## src/rtl/fifo_stream_reader_pkg.sv

```systemverilog
// Shared types for the CAPH FIFO read-side stream adapter.
// Holds the skid-buffer state encoding and the frame-counter width helper.
package fifo_stream_reader_pkg;

  typedef enum logic [1:0] {
    EMPTY = 2'd0,
    ONE   = 2'd1,
    FULL  = 2'd2
  } buf_state_t;

  // Frame counter needs at least one bit, even for frame_len of 1 or 2.
  function automatic int fcnt_width(input int len);
    return (len <= 2) ? 1 : $clog2(len);
  endfunction

endpackage

```

## src/rtl/fifo_rd_skid.sv

```systemverilog
// Two-slot skid buffer between a show-ahead FIFO and a valid/ready sink.
// Slot 0 drives the stream; slot 1 absorbs the token in flight while the sink stalls.
module fifo_rd_skid
  import fifo_stream_reader_pkg::*;
#(
  parameter int size = 8
) (
  input  logic            clk,
  input  logic            rst,
  input  logic            push_i,
  input  logic [size-1:0] din_i,
  input  logic            ready_i,
  output logic            valid_o,
  output logic [size-1:0] data_o,
  output logic            full_o,
  output logic            pop_o
);

  buf_state_t      cnt_q, cnt_d;
  logic [size-1:0] s0_q, s0_d;
  logic [size-1:0] s1_q, s1_d;
  logic            valid_q, valid_d;
  logic            pop;

  assign pop = valid_q && ready_i;

  always_comb begin
    cnt_d = cnt_q;
    s0_d  = s0_q;
    s1_d  = s1_q;
    case (cnt_q)
      EMPTY: begin
        if (push_i) begin
          cnt_d = ONE;
          s0_d  = din_i;
        end
      end
      ONE: begin
        // Head drained this cycle, so the new token lands straight in slot 0.
        if (push_i && pop) begin
          s0_d = din_i;
        end else if (push_i) begin
          cnt_d = FULL;
          s1_d  = din_i;
        end else if (pop) begin
          cnt_d = EMPTY;
        end
      end
      FULL: begin
        if (pop) begin
          cnt_d = ONE;
          s0_d  = s1_q;
        end
      end
      default: cnt_d = EMPTY;
    endcase
    valid_d = (cnt_d != EMPTY);
  end

  always_ff @(posedge clk or negedge rst) begin
    if (!rst) begin
      cnt_q   <= EMPTY;
      s0_q    <= '0;
      s1_q    <= '0;
      valid_q <= 1'b0;
    end else begin
      cnt_q   <= cnt_d;
      s0_q    <= s0_d;
      s1_q    <= s1_d;
      valid_q <= valid_d;
    end
  end

  assign valid_o = valid_q;
  assign data_o  = s0_q;
  assign full_o  = (cnt_q == FULL);
  assign pop_o   = pop;

endmodule

```

## src/rtl/fifo_stream_reader.sv

```systemverilog
// Drains a show-ahead CAPH FIFO onto a valid/ready stream through a 2-entry skid buffer.
// Define FIFO_STREAM_READER_LAST_EN to enable the frame counter driving out_last_o.
module fifo_stream_reader
  import fifo_stream_reader_pkg::*;
#(
  parameter int size      = 8,
  parameter int frame_len = 16
) (
  input  logic            clk,
  input  logic            rst,
  input  logic            fifo_empty_i,
  input  logic [size-1:0] fifo_dout_i,
  output logic            fifo_enr_o,
  output logic [size-1:0] out_data_o,
  output logic            out_valid_o,
  input  logic            out_ready_i,
  output logic            out_last_o
);

  logic full;
  logic pop;

  // Depends only on the FIFO flag and registered buffer state: out_ready never reaches it.
  assign fifo_enr_o = rst && !fifo_empty_i && !full;

  fifo_rd_skid #(.size(size)) u_skid (
    .clk     (clk),
    .rst     (rst),
    .push_i  (fifo_enr_o),
    .din_i   (fifo_dout_i),
    .ready_i (out_ready_i),
    .valid_o (out_valid_o),
    .data_o  (out_data_o),
    .full_o  (full),
    .pop_o   (pop)
  );

`ifdef FIFO_STREAM_READER_LAST_EN
  localparam int            FW   = fcnt_width(frame_len);
  localparam logic [FW-1:0] FMAX = FW'(frame_len - 1);

  logic [FW-1:0] fcnt_q, fcnt_d;

  always_comb begin
    fcnt_d = fcnt_q;
    if (pop) fcnt_d = (fcnt_q == FMAX) ? '0 : fcnt_q + 1'b1;
  end

  always_ff @(posedge clk or negedge rst) begin
    if (!rst) fcnt_q <= '0;
    else      fcnt_q <= fcnt_d;
  end

  assign out_last_o = out_valid_o && (fcnt_q == FMAX);
`else
  logic unused_cfg;
  assign unused_cfg = pop ^ (frame_len > 0);
  assign out_last_o = 1'b0;
`endif

endmodule

```

## config.mk

```make
export PLATFORM = sky130hd
export DESIGN_NAME = fifo_stream_reader
export DESIGN_NICKNAME = d
export VERILOG_FILES = /design/src/rtl/fifo_stream_reader_pkg.sv /design/src/rtl/fifo_rd_skid.sv /design/src/rtl/fifo_stream_reader.sv
export SDC_FILE = /design/constraint.sdc
export NUM_CORES = 1
export LEC_CHECK = 0
export ABC_AREA = 1
export BUFFER_PORTS_ARGS = -buffer_cell sky130_fd_sc_hd__buf_2
export CORE_ASPECT_RATIO = 1.2
export CORE_MARGIN = 2
export CORE_UTILIZATION = 60
export CTS_BUF_LIST = sky130_fd_sc_hd__clkbuf_4 sky130_fd_sc_hd__clkbuf_8
export DETAILED_ROUTE_END_ITERATION = 16
export MAX_ROUTING_LAYER = met4
export PLACE_DENSITY = 0.85
export SYNTH_ARGS = -nofsm -noshare
export SYNTH_HDL_FRONTEND = slang
export SYNTH_SLANG_ARGS = --single-unit
```

## constraint.sdc

```tcl
create_clock -name clk -period 4.2 [get_ports clk]
set_clock_uncertainty 0.2 [all_clocks]
set_input_delay 0.84 -clock clk [delete_from_list [all_inputs] [get_ports clk]]
set_output_delay 0.84 -clock clk [all_outputs]
set_load 0.01 [all_outputs]
```

==> results of run 1 <==
[metrics by stage]
step / setup slack, ns / utilization, % / cell area (µm²) / hold WS [ns]
floorplan: 2.052 / - / 1069 / 0.2553
global placement: 1.559 / 69.73 / 1159 / 0.2500
detailed placement: 1.537 / 69.73 / 1159 / 0.2532
CTS: 1.377 / 71.54 / 1189 / 0.2800
global route: 1.227 / 71.54 / 1189 / 0.3052
finish: 1.388 / 71.54 / 1189 / 0.2722
[layout by cell type (no fill, tap or decap), types with 2 or more instances in the layout]
cell	n
o21ai_0	10
dfrtp_1	19
buf_2	21
inv_1	16
clkbuf_4	4
nand4_1	8
nand3_4	2
o21ai_2	8
nand3_1	3
ha_1	4
nand2_1	43
[sequential cells by signal (all words and copies together), names as in the netlist]
name            flops
u_skid.data_o       8
u_skid.s1_q         8
u_skid.valid_o      1
u_skid.cnt_q        2
[cell type report]
| cell class | count | share of cell area [%] |
|---|---|---|
| well taps | 18 | 1.895 |
| clock buffers | 4 | 2.526 |
| inverters | 17 | 5.368 |
| multi-input cells | 85 | 41.37 |
| flip-flops and latches | 19 | 40.00 |
| repair buffers | 21 | 8.842 |
[synth_stat cells]
library cell	n
buf_4	1
inv_2	1
nand3_4	2
nand2_1	43
buf_1	1
nand4_1	8
ha_1	4
nor2_4	1
nand2_4	1
nand3_1	3
dfrtp_1	19
inv_1	16
buf_6	2
clkbuf_1	1
o21ai_2	8
conb_1	1
or2_2	1
nand2_2	1
o21ai_4	1
a21oi_1	1
o21ai_0	10
[where the power goes]
part | total (mW) | switching (mW) | internal, mW
Sequential | 0.312 | 0.0424 | 0.269
Clock | 0.0929 | 0.0497 | 0.0432
Combinational | 0.385 | 0.239 | 0.147
Total | 0.790 | 0.331 | 0.459
[logic make-up after synthesis]
family	synth area share, %
compound gates	13.23
flops	44.50
simple gates	27.75
other cells	0.3510
buf+inv	9.484
fa+ha+maj	4.684
[layer usage]
layer	wire (µm)	track usage (%)	up-vias
li1	-	-	443
met5	0	-	-
met4	9	1.563	0
met2	795	30.77	19
met3	68	2.158	2
met1	760	23.72	347
[worst min-delay path, stage by stage (launching register included)]
cell	delay (ns)
dfrtp_1	0.35
nand2_1	0.05
nand2_1	0.04
[worst max path at each step]
stage | to | depth (start not counted) | slack (ns)
detailed placement | fifo_enr_o | 4 | 1.54
CTS | fifo_enr_o | 6 | 1.38
floorplan | fifo_enr_o | 3 | 2.05
finish | fifo_enr_o | 6 | 1.39
global route | fifo_enr_o | 6 | 1.23
global placement | fifo_enr_o | 4 | 1.56
==> results.toml, run 1 <==
[sta]
final-hold-violation-count = 0
drv_slew = 0
rsz0062_at_grt = "false"
maxSlewHeadroom_pct = 61.51
period_minus_slack_ns = 2.812
worst_pin_slew_ns = 0.5773
setup_viol = 0
max_freq_mhz = 355.7
period_share_pct = 66.95
fin_tns_setup_ns = 0

[cts]
path_clk_slew_ns = 0.10
tritoncts = "done"
worstSkewPairLatency_ns = 0.28
post_cts_buffers = 0
clock_sinks = 19
hold_buffers = 0
cts_resized = 0
cts_buffers = 3
cts_root_buffer = "clkbuf_4"
ctsLongestPathBuffers = 2
htree_levels = 1

[global_route]
grt_max_degree = 22
grt_first_pass_wirelength_mm = 2.980
grt_pass1_vias = 737
grt_usage_pct = 17.91
grt_overflow = 0
antenna_found_initial = 0

[critical_path]
cp_cell_sequence = "inv_1 > ha_1 > nor2_4 > nand2_4 > inv_2 > buf_2"
end_kind = "output port"
reg2regPathDepth = 8
startpoint = "u_skid.cnt_q[0]$_DFF_PN0_"
r2r-start = "u_skid.cnt_q[0]$_DFF_PN0_"
rrSetupSlack_ns = 2.11
start_kind = "flop"
path_delay_family = "adder cells"
crit_buf_inv = 3
crit_arrival_ns = 1.77
cpPeakStageDelay_ns = 0.53
path_class = "reg -> out"
cp.required_ns = 3.16
r2r_end = "u_skid.data_o[7]$_DFFE_PN0P_"
cpMaxStageDelayCell = "ha_1"
cp_max_fo = 19

[yosys]
seq_area_frac_synth_pct = 44.50
post_synth_num_cell_types = 21
synth-seq-cells = 19
synthCells = 126
yosysTopAreaCell = "dfrtp_1"
yosys_warnings = 0
synth_top_area_share_pct = 44.50
synth_area_leaders = "dfrtp_1 44%, nand2_1 15%, o21ai_2 6.6%"
synthesis.nets = 142
syn_area_um2 = 1069
avgSynthCellArea_um2 = 8.480

[placement]
dp_cells = 160
dp_hpwl_mm = 1.299
gp_congestion = 0.7781
portBuffers = 21

[job]
maxCapViolCount = 0

[worst_hold_path]
holdPathStages = 2
min_path_type = "reg -> reg"
hold_start = "u_skid.data_o[3]$_DFFE_PN0P_"
min_to = "u_skid.data_o[3]$_DFFE_PN0P_"

[power_and_ir_drop]
p_per_area_nw_per_um2 = 664.6
p_leak_nw = 0.6609
max-vdd-ir-drop_uv = 361.7
power_uw = 789.9

[cells_and_area]
diodes = 0
multi_input_area_um2 = 491.7
fill_cells = 151
final_nets = 163
register_area_um2 = 475.5
finalNonFillerCells = 164
syn2layout_area_growth_pct = 11.24
drive_gt1_share_pct = 28.08

[outcome]
outcome = "finished clean"

[floorplan]
coreArea_um2 = 1662
start_util_pct = 64.31
die_y_um = 50.23
rows = 16
dieArea_um2 = 2136
io-pin-count = 23
die_w_um = 42.53

[routing]
drc = 0
wirelength_mm = 1.634
avgViaCountPerCell = 4.945
first_pass_iters = 4
drtIter0Drc = 27
antenna_left = 0
num_vias = 811
wl_per_cell_um = 9.963
Power figures use the tool's default switching activity.
==> inputs of run 2 (changes only) <==
--- a/config.mk
+++ b/config.mk
@@ -9,11 +9,11 @@
 export BUFFER_PORTS_ARGS = -buffer_cell sky130_fd_sc_hd__buf_2
 export CORE_ASPECT_RATIO = 1.2
 export CORE_MARGIN = 2
-export CORE_UTILIZATION = 60
+export CORE_UTILIZATION = 50
 export CTS_BUF_LIST = sky130_fd_sc_hd__clkbuf_4 sky130_fd_sc_hd__clkbuf_8
 export DETAILED_ROUTE_END_ITERATION = 16
 export MAX_ROUTING_LAYER = met4
-export PLACE_DENSITY = 0.85
+export PLACE_DENSITY = 0.75
 export SYNTH_ARGS = -nofsm -noshare
 export SYNTH_HDL_FRONTEND = slang
 export SYNTH_SLANG_ARGS = --single-unit
==> constraint.sdc (replaced) <==
create_clock -name clk -period 2.5 [get_ports clk]
set_clock_uncertainty 0.2 [all_clocks]
set_input_delay 0.5 -clock clk [delete_from_list [all_inputs] [get_ports clk]]
set_output_delay 0.5 -clock clk [all_outputs]
set_load 0.01 [all_outputs]
==> run 2 against run 1 <==
Against the previous run: routed wire length increased by 19%; combinational power increased by 75%; core utilization decreased by 12 points; global-route usage increased by 1.2 points; clock power increased by 69%; critical path type is now in -> out.
==> results.toml, run 2 (synthesis gave the netlist of run 1 again) <==
[cells_and_area]
layout_commonest_cell = "nand2_1"
diodes = 0
final_cell_mix = "43 x nand2_1, 21 x buf_2, 19 x dfrtp_1"
final_nets = 166
finalNonFillerCells = 179
syn2layout_area_growth_pct = 14.75
fill_cells = 192
drive_gt1_share_pct = 28.86

[global_route]
antenna_found_initial = 0
grt_overflow = 0
grt_pass1_vias = 768
grt_first_pass_wirelength_mm = 3.332
grt_usage_pct = 19.14
grt_max_degree = 19

[critical_path]
cp.required_ns = 1.80
start_kind = "primary input"
cp_max_fo = 12
startpoint = "rst"
end_kind = "output port"
r2r-start = "u_skid.cnt_q[0]$_DFF_PN0_"
path_class = "in -> out"
crit_arrival_ns = 1.66

[sta]
setup_viol = 0
period_minus_slack_ns = 2.362
period_share_pct = 94.47
drv_slew = 0
setup_slack_ns = 0.1383
max_freq_mhz = 423.4
fin_tns_setup_ns = 0
final-hold-violation-count = 0
rsz0062_at_grt = "false"

[placement]
dp_hpwl_mm = 1.546
portBuffers = 21
post-place-ws_ns = 0.5830
dp_cells = 174
gp_congestion = 0.9304

[routing]
wl_per_cell_um = 10.82
drc = 0
antenna_left = 0
avgViaCountPerCell = 4.743
first_pass_iters = 4
drtIter0Drc = 23
num_vias = 849
wirelength_mm = 1.937

[cts]
cts_root_buffer = "clkbuf_4"
clock_sinks = 19
worstSkewPairLatency_ns = 0.29
tritoncts = "done"
ctsLongestPathBuffers = 2
post_cts_buffers = 0
path_clk_slew_ns = 0.11
htree_levels = 1
cts_buffers = 3

[worst_hold_path]
hold_start = "fifo_dout_i[2]"
min_path_type = "in -> reg"

[floorplan]
die_y_um = 54.64
rows = 18
coreArea_um2 = 2049
start_util_pct = 52.14
die_w_um = 46.20
io-pin-count = 23
dieArea_um2 = 2524

[power_and_ir_drop]
max-vdd-ir-drop_uv = 541.6
p_per_area_nw_per_um2 = 1108
p_leak_nw = 0.6746

[outcome]
outcome = "finished clean"

[job]
maxCapViolCount = 0
==> run 2: changes by cell type in the layout (fill, tap and decap cells not counted) <==
cell	before	now
dlygate4sd3_1	0	1
buf_4	0	2
clkbuf_4	4	3
clkinv_2	0	1
==> run 2: cell type report <==
type / count / area [µm²] / area share (%)
Multi-Input combinational cell: 85 / 491.7 / 40.10
Timing Repair Buffer: 24 / 130.1 / 10.61
Clock buffer: 3 / 22.52 / 1.837
Inverter: 17 / 63.81 / 5.204
Sequential cell: 19 / 475.5 / 38.78
Tap cell: 30 / 37.54 / 3.061
Clock inverter: 1 / 5.005 / 0.4082
==> run 2: what timing repair did <==
| action | in CTS | in global routing |
|---|---|---|
| endpoints found under the hold margin | 10 | 0 |
| hold buffers | 1 | 0 |
| gates resized for setup | 0 | 0 |
==> run 2: layer usage <==
metal | vias to the layer above | track usage [%] | share of wire [%]
met3 | 4 | 2.970 | 2.9
met5 | - | - | 0
li1 | 452 | - | -
met2 | 17 | 32.18 | 48
met1 | 376 | 23.49 | 48
met4 | 0 | 5.714 | 1.4
==> run 2: power breakdown <==
part	internal (mW)	leakage, nW	switching [mW]
sequential	0.452	0.237	0.0777
clock	0.0596	0.0177	0.0976
combinational	0.251	0.419	0.420
total	0.763	0.675	0.596
==> run 2: through the flow <==
step / util [%] / cell area (µm²) / total power, mW / hold WS, ns
final: 59.83 / 1226 / 1.359 / 0.2453
after global placement: 58.00 / 1189 / 1.191 / 0.2065
after CTS: 59.83 / 1226 / 1.372 / 0.2437
after global routing: 59.83 / 1226 / 1.494 / 0.2494
after floorplan: - / 1069 / 1.041 / 0.004409
after detailed placement: 58.00 / 1189 / 1.215 / 0.2107
==> run 2: final timing paths <==
| kind | end | slack [ns] | cells past startpoint |
|---|---|---|---|
| worst max-delay path | fifo_enr_o | 0.14 | 5 |
| worst min-delay path | u_skid.s1_q[2]$_DFFE_PN0P_ | 0.25 | 3 |
| worst max register to register | u_skid.valid_o$_DFF_PN0_ | 0.55 | 9 |
| worst min register to register | u_skid.data_o[2]$_DFFE_PN0P_ | 0.28 | 2 |
| max in group asynchronous | u_skid.s1_q[1]$_DFFE_PN0P_ | 1.24 | 3 |
| min in group asynchronous | u_skid.data_o[6]$_DFFE_PN0P_ | 0.41 | 2 |
==> run 2: critical path, cell delays in order <==
cell,delay (ns)
dlygate4sd3_1,0.52
buf_2,0.30
nand2_4,0.12
inv_2,0.09
buf_2,0.13
